[src/rtl/axi_st_rx_if.sv]
// AXI-Stream signal bundle shared by stream producers and the axi_st_rx ingress endpoint.
// The master modport drives a beat and the slave modport returns tready.
interface axi_st_rx_if #(
  parameter int SYMBOL_W   = 8,
  parameter int SYMBOL_NUM = 8,
  parameter int TID_W      = 8,
  parameter int TDEST_W    = 8,
  parameter int TUSER_W    = 8
);
  localparam int DATA_W = SYMBOL_W * SYMBOL_NUM;

  logic                  tvalid;
  logic                  tready;
  logic [DATA_W-1:0]     tdata;
  logic [SYMBOL_NUM-1:0] tstrb;
  logic [SYMBOL_NUM-1:0] tkeep;
  logic                  tlast;
  logic [TID_W-1:0]      tid;
  logic [TDEST_W-1:0]    tdest;
  logic [TUSER_W-1:0]    tuser;

  modport master (
    output tvalid, tdata, tstrb, tkeep, tlast, tid, tdest, tuser,
    input  tready
  );

  modport slave (
    input  tvalid, tdata, tstrb, tkeep, tlast, tid, tdest, tuser,
    output tready
  );
endinterface

[src/rtl/axi_st_rx.sv]
// AXI-Stream ingress: show-ahead beat FIFO with a valid/pop read port, packet counter,
// occupancy report and a sticky per-packet tid/tdest consistency check.
//
// state | meaning
// IDLE  | no packet open; next accepted beat starts a packet
// PKT   | packet open; header latched, beats checked against it
module axi_st_rx #(
  parameter int SYMBOL_W   = 8,
  parameter int SYMBOL_NUM = 8,
  parameter int TID_W      = 8,
  parameter int TDEST_W    = 8,
  parameter int TUSER_W    = 8,
  parameter int DEPTH      = 8,
  parameter int PKT_CNT_W  = 16
) (
  input  logic                               clk,
  input  logic                               rst_n,
  axi_st_rx_if.slave                         s,
  output logic                               rd_valid,
  input  logic                               rd_en,
  output logic [SYMBOL_W*SYMBOL_NUM-1:0]     rd_data,
  output logic [SYMBOL_NUM-1:0]              rd_keep,
  output logic                               rd_last,
  output logic [TID_W-1:0]                   rd_id,
  output logic [TDEST_W-1:0]                 rd_dest,
  output logic [TUSER_W-1:0]                 rd_user,
  output logic [$clog2(SYMBOL_NUM+1)-1:0]    rd_nbytes,
  output logic [$clog2(DEPTH+1)-1:0]         fill,
  output logic [PKT_CNT_W-1:0]               pkt_cnt,
  output logic                               in_pkt,
  output logic                               err_hdr,
  input  logic                               err_clr
);
  localparam int DATA_W = SYMBOL_W * SYMBOL_NUM;
  localparam int PTR_W  = $clog2(DEPTH);
  localparam int FILL_W = $clog2(DEPTH + 1);
  localparam int NB_W   = $clog2(SYMBOL_NUM + 1);

  typedef struct packed {
    logic [DATA_W-1:0]     data;
    logic [SYMBOL_NUM-1:0] keep;
    logic                  last;
    logic [TID_W-1:0]      id;
    logic [TDEST_W-1:0]    dest;
    logic [TUSER_W-1:0]    user;
  } entry_t;

  typedef enum logic {ST_IDLE, ST_PKT} state_t;

  entry_t               mem_q [DEPTH];
  entry_t               entry_in;
  entry_t               head;
  logic [PTR_W-1:0]     wptr_q, wptr_d;
  logic [PTR_W-1:0]     rptr_q, rptr_d;
  logic [FILL_W-1:0]    fill_q, fill_d;
  logic                 tready_q, tready_d;
  logic [PKT_CNT_W-1:0] pkt_cnt_q, pkt_cnt_d;
  logic                 err_q, err_d;
  state_t               state_q, state_d;
  logic [TID_W-1:0]     tid_q, tid_d;
  logic [TDEST_W-1:0]   dest_q, dest_d;
  logic                 accept, store, pop, viol;
  logic [NB_W-1:0]      nbytes;
  logic                 unused_tstrb;

  // tstrb is part of the bus contract but carries no meaning for this endpoint
  assign unused_tstrb = ^s.tstrb;

  assign accept   = s.tvalid & tready_q;
  assign store    = accept & ((|s.tkeep) | s.tlast);
  assign rd_valid = (fill_q != '0);
  assign pop      = rd_en & rd_valid;

  assign entry_in = '{data: s.tdata, keep: s.tkeep, last: s.tlast,
                      id: s.tid, dest: s.tdest, user: s.tuser};

  assign wptr_d    = wptr_q + PTR_W'(store);
  assign rptr_d    = rptr_q + PTR_W'(pop);
  assign fill_d    = fill_q + FILL_W'(store) - FILL_W'(pop);
  // Registered so a pop at full only reopens the input on the following cycle
  assign tready_d  = (fill_d < FILL_W'(DEPTH));
  assign pkt_cnt_d = pkt_cnt_q + PKT_CNT_W'(accept & s.tlast);

  always_ff @(posedge clk) begin
    if (store) begin
      mem_q[wptr_q] <= entry_in;
    end
  end

  always_ff @(posedge clk or negedge rst_n) begin
    if (!rst_n) begin
      wptr_q    <= '0;
      rptr_q    <= '0;
      fill_q    <= '0;
      tready_q  <= 1'b0;
      pkt_cnt_q <= '0;
      err_q     <= 1'b0;
      state_q   <= ST_IDLE;
      tid_q     <= '0;
      dest_q    <= '0;
    end else begin
      wptr_q    <= wptr_d;
      rptr_q    <= rptr_d;
      fill_q    <= fill_d;
      tready_q  <= tready_d;
      pkt_cnt_q <= pkt_cnt_d;
      err_q     <= err_d;
      state_q   <= state_d;
      tid_q     <= tid_d;
      dest_q    <= dest_d;
    end
  end

  always_comb begin
    state_d = state_q;
    tid_d   = tid_q;
    dest_d  = dest_q;
    viol    = 1'b0;
    case (state_q)
      ST_IDLE: begin
        if (accept && !s.tlast) begin
          state_d = ST_PKT;
          tid_d   = s.tid;
          dest_d  = s.tdest;
        end
      end
      ST_PKT: begin
        if (accept) begin
          viol = (s.tid != tid_q) || (s.tdest != dest_q);
          if (s.tlast) begin
            state_d = ST_IDLE;
          end
        end
      end
      default: state_d = ST_IDLE;
    endcase
  end

  // A new violation outranks a coincident clear
  assign err_d = viol | (err_q & ~err_clr);

  assign head = rd_valid ? mem_q[rptr_q] : '0;

  always_comb begin
    nbytes = '0;
    for (int i = 0; i < SYMBOL_NUM; i++) begin
      nbytes = nbytes + NB_W'(head.keep[i]);
    end
  end

  assign s.tready  = tready_q;
  assign rd_data   = head.data;
  assign rd_keep   = head.keep;
  assign rd_last   = head.last;
  assign rd_id     = head.id;
  assign rd_dest   = head.dest;
  assign rd_user   = head.user;
  assign rd_nbytes = nbytes;
  assign fill      = fill_q;
  assign pkt_cnt   = pkt_cnt_q;
  assign in_pkt    = (state_q == ST_PKT);
  assign err_hdr   = err_q;
endmodule

[src/flat_wrapper.sv]
// flat-port wrapper written by rule: the top's interface ports become plain ports
module axi_st_rx_flat 
#(
  parameter int SYMBOL_W   = 8,
  parameter int SYMBOL_NUM = 8,
  parameter int TID_W      = 8,
  parameter int TDEST_W    = 8,
  parameter int TUSER_W    = 8,
  parameter int DEPTH      = 8,
  parameter int PKT_CNT_W  = 16
)
  (clk, rst_n, rd_valid, rd_en, rd_data, rd_keep, rd_last, rd_id, rd_dest, rd_user, rd_nbytes, fill, pkt_cnt, in_pkt, err_hdr, err_clr, s_tvalid, s_tdata, s_tstrb, s_tkeep, s_tlast, s_tid, s_tdest, s_tuser, s_tready);
  axi_st_rx_if #(.SYMBOL_W(SYMBOL_W), .SYMBOL_NUM(SYMBOL_NUM), .TID_W(TID_W), .TDEST_W(TDEST_W), .TUSER_W(TUSER_W)) s_i ();
  input  logic clk;
  input  logic rst_n;
  output logic rd_valid;
  input  logic rd_en;
  output logic [SYMBOL_W*SYMBOL_NUM-1:0] rd_data;
  output logic [SYMBOL_NUM-1:0] rd_keep;
  output logic rd_last;
  output logic [TID_W-1:0] rd_id;
  output logic [TDEST_W-1:0] rd_dest;
  output logic [TUSER_W-1:0] rd_user;
  output logic [$clog2(SYMBOL_NUM+1)-1:0] rd_nbytes;
  output logic [$clog2(DEPTH+1)-1:0] fill;
  output logic [PKT_CNT_W-1:0] pkt_cnt;
  output logic in_pkt;
  output logic err_hdr;
  input  logic err_clr;
  input wire logic [$bits(s_i.tvalid)-1:0] s_tvalid;
  input wire logic [$bits(s_i.tdata)-1:0] s_tdata;
  input wire logic [$bits(s_i.tstrb)-1:0] s_tstrb;
  input wire logic [$bits(s_i.tkeep)-1:0] s_tkeep;
  input wire logic [$bits(s_i.tlast)-1:0] s_tlast;
  input wire logic [$bits(s_i.tid)-1:0] s_tid;
  input wire logic [$bits(s_i.tdest)-1:0] s_tdest;
  input wire logic [$bits(s_i.tuser)-1:0] s_tuser;
  output wire logic [$bits(s_i.tready)-1:0] s_tready;
  assign s_i.tvalid = s_tvalid;
  assign s_i.tdata = s_tdata;
  assign s_i.tstrb = s_tstrb;
  assign s_i.tkeep = s_tkeep;
  assign s_i.tlast = s_tlast;
  assign s_i.tid = s_tid;
  assign s_i.tdest = s_tdest;
  assign s_i.tuser = s_tuser;
  assign s_tready = s_i.tready;
  axi_st_rx #(.SYMBOL_W(SYMBOL_W), .SYMBOL_NUM(SYMBOL_NUM), .TID_W(TID_W), .TDEST_W(TDEST_W), .TUSER_W(TUSER_W), .DEPTH(DEPTH), .PKT_CNT_W(PKT_CNT_W)) u_core (.clk(clk), .rst_n(rst_n), .s(s_i), .rd_valid(rd_valid), .rd_en(rd_en), .rd_data(rd_data), .rd_keep(rd_keep), .rd_last(rd_last), .rd_id(rd_id), .rd_dest(rd_dest), .rd_user(rd_user), .rd_nbytes(rd_nbytes), .fill(fill), .pkt_cnt(pkt_cnt), .in_pkt(in_pkt), .err_hdr(err_hdr), .err_clr(err_clr));
endmodule
[config.mk]
export PLATFORM = sky130hd
export DESIGN_NAME = axi_st_rx_flat
export DESIGN_NICKNAME = d
export VERILOG_FILES = /design/src/rtl/axi_st_rx_if.sv /design/src/rtl/axi_st_rx.sv /design/src/flat_wrapper.sv
export SDC_FILE = /design/constraint.sdc
export NUM_CORES = 1
export LEC_CHECK = 0
export CORE_MARGIN = 4
export CORE_UTILIZATION = 23
export DETAILED_ROUTE_END_ITERATION = 7
export MAX_ROUTING_LAYER = met4
export PLACE_DENSITY = 0.49
export SLEW_MARGIN = 20
export SYNTH_ARGS = -nofsm -noshare
export SYNTH_HDL_FRONTEND = slang
export SYNTH_SLANG_ARGS = --single-unit
[constraint.sdc]
create_clock -name clk -period 11.5 [get_ports clk]
set_input_delay 2.3 -clock clk [delete_from_list [all_inputs] [get_ports clk]]
set_output_delay 2.3 -clock clk [all_outputs]
set_load 0.03 [all_outputs]
==> results of run 1 <==
metrics by stage:
stage | setup WS (ps) | cells | total power [mW] | hold WS, ps
floorplan | 840 | 1430 | 6.61 | 480
CTS | 3220 | 3578 | 11.0 | 489
global placement | 4030 | 3412 | 8.08 | 474
finish | 3430 | 3590 | 10.7 | 479
global route | 3080 | 3590 | 11.3 | 493
detailed placement | 4010 | 3412 | 8.11 | 471
final cells by class:
type | instances | area, µm²
clock inverter | 52 | 465
clock buffer | 114 | 2420
antenna | 12 | 30.0
sequential | 821 | 24400
multi-input combinational | 518 | 6860
inverter | 24 | 90.1
timing repair buffer | 255 | 2500
tap | 1794 | 2240
fill | 13600 | 98400
worst paths after layout:
check / from / endpoint / slack, ps / cells after the start
worst max-delay path: u_core.rptr_q[1] / rd_nbytes[2] / 3430 / 13
worst min-delay path: u_core.pkt_cnt[15] / u_core.pkt_cnt[15] / 480 / 1
worst max register to register: u_core.s.tready / u_core.mem_q[7][74] / 7770 / 5
worst min register to register: u_core.pkt_cnt[15] / u_core.pkt_cnt[15] / 480 / 1
max in group asynchronous: rst_n / u_core.rptr_q[0] / 9180 / 2
min in group asynchronous: rst_n / u_core.dest_q[2] / 1750 / 2
routing by layer:
layer | vias to the layer above | global-route usage (%) | routed length [µm]
li1 | 6445 | - | -
met1 | 8045 | 13.0 | 32600
met2 | 345 | 17.8 | 37900
met3 | 115 | 2.73 | 3790
met4 | 0 | 3.25 | 1790
met5 | - | - | 0
report_power, final:
group / total [mW] / internal [mW] / switching [mW]
registers: 3.81 / 3.62 / 0.190
logic: 4.11 / 1.77 / 2.35
clock network: 2.80 / 1.64 / 1.16
total: 10.7 / 7.03 / 3.70
flip-flops by register name, indices dropped and copies added, names as in the netlist, named ones only:
register and cells:
u_core.dest_q 8, u_core.err_hdr 1, u_core.rptr_q 3, u_core.s.tready 1
u_core.wptr_q 3, u_core.mem_q 776, u_core.pkt_cnt 16, u_core.fill 4
u_core.tid_q 8
worst reg2reg max path: cells and delay by family, from the launching register on:
family	cells	cell delay, ps
flops	1	440
compound gates	1	590
buf+inv	1	810
simple gates	3	1390
cell families after synthesis:
kind of cell / after synthesis
AO/OA/AOI/OAI: 10
XOR/XNOR: 35
adder cells (fa/ha/maj): 19
buffers and inverters: 91
flip-flops: 821
multiplexers: 303
AND/OR/NAND/NOR: 151
Yosys cell counts, types with 2 or more instances:
cell type | n | share of area, %
buf_6 | 12 | 0.42
clkbuf_1 | 12 | 0.14
buf_4 | 2 | 0.047
buf_12 | 10 | 0.63
ha_1 | 14 | 0.55
inv_2 | 4 | 0.047
nor2_1 | 97 | 1.1
buf_2 | 31 | 0.49
nor4_1 | 3 | 0.059
xor2_1 | 8 | 0.22
and3b_1 | 2 | 0.055
mux2i_1 | 93 | 2.9
nand3_1 | 8 | 0.13
mux2_1 | 16 | 0.57
mux4_2 | 193 | 14
nor3b_1 | 3 | 0.071
xnor2_1 | 27 | 0.74
nor3_1 | 4 | 0.063
dfrtp_1 | 45 | 3.5
and3_1 | 4 | 0.078
nand4_1 | 5 | 0.098
inv_1 | 20 | 0.24
nor2b_1 | 3 | 0.059
nand2_1 | 15 | 0.18
a21oi_2 | 4 | 0.11
nand2b_1 | 4 | 0.078
fa_1 | 5 | 0.31
edfxtp_1 | 776 | 73
==> out/metrics.yaml, run 1 <==
clk_latency_ps: 690
htreeDepth: 3
layout_common_cells: "776 x edfxtp_1, 225 x clkdlybuf4s50_1, 193 x mux4_2"
synth-simple-area-share_pct: 2.10
ys_ff_latch: 821
crit_top_cell: "fa_1"
drv_slew: 0
cp.buffers_inverters: 5
synthMuxAreaShare_pct: 17.2
fin_worst_skew_ps: 28.2
finalSetupViolCount: 0
syn_area_per_cell_um2: 22.3
dieArea_mm2: 0.145
grt_setup_unrepaired: "false"
tns_ps: 0
yosysWarningCount: 0
peakVddDrop_v: 0.000328
synth_top_family_by_area: "multiplexers"
cts_root_buffer: "clkbuf_16"
ys.flop_type: "edfxtp_1"
drcViolationCount: 0
drtIter0Drc: 827
die_w_um: 380
track_usage_pct: 10.8
post_route_cells_drive_above_1_share_pct: 20.7
outcome: "completed"
hold_class: "register to register"
p_per_area_mw_per_mm2: 275
cts_resized: 0
drtPass1Iterations: 5
totalWireLength_mm: 76.0
cp.required_ps: 9200
hold_viol: 0
portBuffers: 226
start_kind: "register"
netlist_area_mm2: 0.0319
grt_pass1_vias: 16400
avgRoutedWirePerCell_um: 21.2
cts_hold_buf: 0
slowest_delay_ps: 760
numCtsBuffers: 91
p_leak_nw: 12.5
finalCritPeriodShare_pct: 70.2
worst_pin_slew_ps: 1060
ys_async_sr_fraction_pct: 5.48
crit_family: "adder cells"
num_io_pins: 235
via_count: 15000
gp_congestion: 0.709
antenna_found_initial: 13
crit_chain: "buf_4 > mux4_2 > nand2_1 > a21oi_2 > inv_2 > fa_1 > inv_1 > fa_1 > inv_1 > fa_1 > fa_1 > xnor2_1 > clkdlybuf4s50_1"
design.core.area_mm2: 0.137
cts.clk_slew.worst_paths_ps: 60
viasPerCell: 4.16
seq_area_frac_synth_pct: 76.6
fin_crit_ps: 8070
synth-edff-count: 776
arrival_ps: 5770
syn_to_final_growth_pct: 22.5
cap_violations: 0
path_class: "register to primary output"
final_common_cell: "edfxtp_1"
gr-total-overflow: 0
final_area_mm2: 0.0390
cp_max_fo: 49
clock-sinks: 821
ant_nets: 0
syn-num-nets: 1559
place_area_mm2: 0.0361
die_y_um: 380
endpoint_kind: "primary output"
grt_max_degree: 98
start_util_pct: 23.2
grt_pass1_wl_mm: 112
dp_hpwl_mm: 41.7
layout.nets: 1840
synthAdderAreaFrac_pct: 0.864
synth_cell_types: 38
cts_buffer_depth: 3
synth_compound_area_share_pct: 0.228
max_freq_mhz: 124
post-cts-setup-buffer-count: 0
synthesis.instances: 1430
slowest_stage: "dfrtp_4"
synth_xor_xnor_area_share_pct: 0.962
rows: 136
fin_util_pct: 28.4
slew_headroom_pct: 28.8
cts_tree: "yes"
No activity file was read; power rests on OpenSTA's default activity.
==> run 2: changes to the inputs <==
--- a/config.mk
+++ b/config.mk
@@ -9,7 +9,7 @@
 export CORE_UTILIZATION = 23
 export DETAILED_ROUTE_END_ITERATION = 7
 export MAX_ROUTING_LAYER = met4
-export PLACE_DENSITY = 0.49
+export PLACE_DENSITY = 0.51
 export SLEW_MARGIN = 20
 export SYNTH_ARGS = -nofsm -noshare
 export SYNTH_HDL_FRONTEND = slang
==> constraint.sdc (replaced) <==
create_clock -name clk -period 6.8 [get_ports clk]
set_input_delay 1.36 -clock clk [delete_from_list [all_inputs] [get_ports clk]]
set_output_delay 1.36 -clock clk [all_outputs]
set_load 0.03 [all_outputs]
==> out/metrics.yaml, run 2 (synthesized netlist as in run 1, its figures left out) <==
hold_class: "register to register"  # unchanged
rrSetupSlack_ps: 3540  # was 7770 ps
final_area_mm2: 0.0394  # was 0.0390 mm²
dp.cells: 3420  # was 3412
nFillCells: 13600  # about the same
p_leak_nw: 12.7  # was 12.5 nW
start_util_pct: 23.2  # unchanged
path_class: "register to primary output"  # unchanged
layout.nets: 1857  # was 1840
fin_worst_skew_ps: 33.2  # was 28.2 ps
cap_violations: 0  # unchanged
rows: 136  # unchanged
largest_reg_flops: 776  # unchanged
grt_setup_unrepaired: "false"  # unchanged
layout_common_cells: "776 x edfxtp_1, 225 x clkdlybuf4s50_1, 193 x mux4_2"  # unchanged
largest-register: "u_core.mem_q"  # unchanged
grt_pass1_wl_mm: 112  # about the same
viasPerCell: 4.13  # was 4.16
die_w_um: 380  # unchanged
crit_top_cell: "fa_1"  # unchanged
post-place-ws_ps: 828  # was 4010 ps
slowest_delay_ps: 680  # was 760 ps
fin_crit_ps: 6440
post-cts-setup-buffer-count: 0  # unchanged
cts_hold_buf: 0  # unchanged
syn_to_final_growth_pct: 23.6  # was 22.5%
avgRoutedWirePerCell_um: 21.1  # was 21.2 µm
final_cells: 3610  # was 3590
numCtsBuffers: 93  # was 91
cts_tree: "yes"  # unchanged
outcome: "completed"  # unchanged
via_count: 14900  # was 15000
peakVddDrop_v: 0.000535  # was 0.000328 V
htreeDepth: 3  # unchanged
num_io_pins: 235  # unchanged
hold_viol: 0  # unchanged
ant_nets: 0  # unchanged
gp_congestion: 0.690  # was 0.709
crit_chain: "mux4_2 > mux2i_1 > nor2_1 > ha_1 > inv_1 > fa_1 > inv_1 > fa_1 > inv_1 > fa_1 > fa_1 > xnor2_1 > clkdlybuf4s50_1"  # was buf_4 > mux4_2 > nand2_1 > a21oi_2 > inv_2 > fa_1 > inv_1 > fa_1 > inv_1 > fa_1 > fa_1 > xnor2_1 > clkdlybuf4s50_1
r2r_start: "u_core.fill[2]"  # was u_core.s.tready
hold_path_end: "u_core.pkt_cnt[15]"  # unchanged
slew_headroom_pct: 33.5  # was 28.8%
cts_buffer_depth: 3  # unchanged
antenna_found_initial: 13  # unchanged
design.core.area_mm2: 0.137  # unchanged
gr-total-overflow: 0  # unchanged
finalSetupViolCount: 0  # unchanged
cts_root_buffer: "clkbuf_16"  # unchanged
cp.required_ps: 5440  # was 9200 ps
portBuffers: 226  # unchanged
drtIter0Drc: 919  # was 827
drv_slew: 0  # unchanged
worstHoldStart: "u_core.pkt_cnt[15]"  # unchanged
die_y_um: 380  # unchanged
dieArea_mm2: 0.145  # unchanged
arrival_ps: 5080  # was 5770 ps
tns_ps: 0  # unchanged
worst_pin_slew_ps: 998  # was 1060 ps
max_freq_mhz: 155
r2r-end: "u_core.s.tready"  # was u_core.mem_q[7][74]
drtPass1Iterations: 4  # was 5
finalCritPeriodShare_pct: 94.7
final_common_cell: "edfxtp_1"  # unchanged
dp_hpwl_mm: 42.0  # was 41.7 mm
ff2ff_path_depth: 13  # was 5
cp_max_fo: 11  # was 49
cts_resized: 0  # unchanged
track_usage_pct: 10.8  # about the same
drcViolationCount: 0  # unchanged
post_route_cells_drive_above_1_share_pct: 21.6  # was 20.7%
endpoint_kind: "primary output"  # unchanged
setup_ws_ps: 361  # was 3430 ps
hold_depth: 1  # unchanged
slowest_stage: "clkdlybuf4s50_1"  # was dfrtp_4
grt_pass1_vias: 16400  # about the same
clk_latency_ps: 690  # about the same
start_kind: "register"  # unchanged
cts.clk_slew.worst_paths_ps: 60  # about the same
place_area_mm2: 0.0364  # was 0.0361 mm²
p_per_area_mw_per_mm2: 463  # was 275 mW/mm²
clock-sinks: 821  # unchanged
totalWireLength_mm: 76.0  # about the same
grt_max_degree: 98  # unchanged
run 2: cell count changes in the layout (fill, tap and decap cells not counted), sizes merged:
cell / change
clkbuf: +6
inv: +3
bufinv: -3
buf: +15
clkinvlp: +3
clkinv: -3
diode: -1
run 2: layer usage:
metal	global-route usage (%)	wire, µm	vias up
met5	-	0	-
met4	3.25	1330	0
met3	2.86	4030	94
met2	17.7	38000	331
met1	13.1	32600	8011
li1	-	-	6478
run 2: cell type report:
class | count | area, µm² | area share [%]
Multi-Input combinational cell | 518 | 6860 | 17.4
Timing Repair Buffer | 270 | 2820 | 7.16
Antenna cell | 11 | 27.5 | 0.0699
Clock buffer | 120 | 2490 | 6.32
Inverter | 24 | 90.1 | 0.229
Clock inverter | 52 | 433 | 1.10
Tap cell | 1794 | 2240 | 5.70
Sequential cell | 821 | 24400 | 62.0
run 2: metrics by stage:
step	power (mW)	hold WS [ps]	utilization, %
after floorplan	11.2	480	-
after global placement	13.7	469	26.5
after detailed placement	13.7	484	26.5
after CTS	18.6	495	28.6
after global routing	19.2	513	28.7
final	18.2	490	28.7
run 2: worst max-delay path, delay by kind of cell, from the launching register on:
family | cells | cell delay, ps
XOR/XNOR | 1 | 160
adder cells (fa/ha/maj) | 5 | 2090
buffers and inverters | 4 | 820
flip-flops | 1 | 530
multiplexers | 2 | 690
AND/OR/NAND/NOR | 1 | 90
run 2: worst max-delay path by stage:
stage | startpoint | end | slack, ps | depth (start not counted)
after detailed placement | u_core.rptr_q[0] | rd_nbytes[2] | 830 | 13
final | u_core.rptr_q[0] | rd_nbytes[2] | 360 | 13
after global placement | u_core.rptr_q[0] | rd_nbytes[2] | 750 | 13
after CTS | u_core.rptr_q[0] | rd_nbytes[2] | 30 | 13
after floorplan | s_tvalid | u_core.mem_q[3][0] | -2850 | 4
after global routing | u_core.rptr_q[0] | rd_nbytes[2] | 60 | 13
run 2: where the power goes:
group | switching [mW] | internal [mW] | leakage [nW]
logic | 4.03 | 3.07 | 3.70
registers | 0.228 | 6.12 | 7.57
clock network | 2.03 | 2.75 | 1.41
total | 6.29 | 11.9 | 12.7
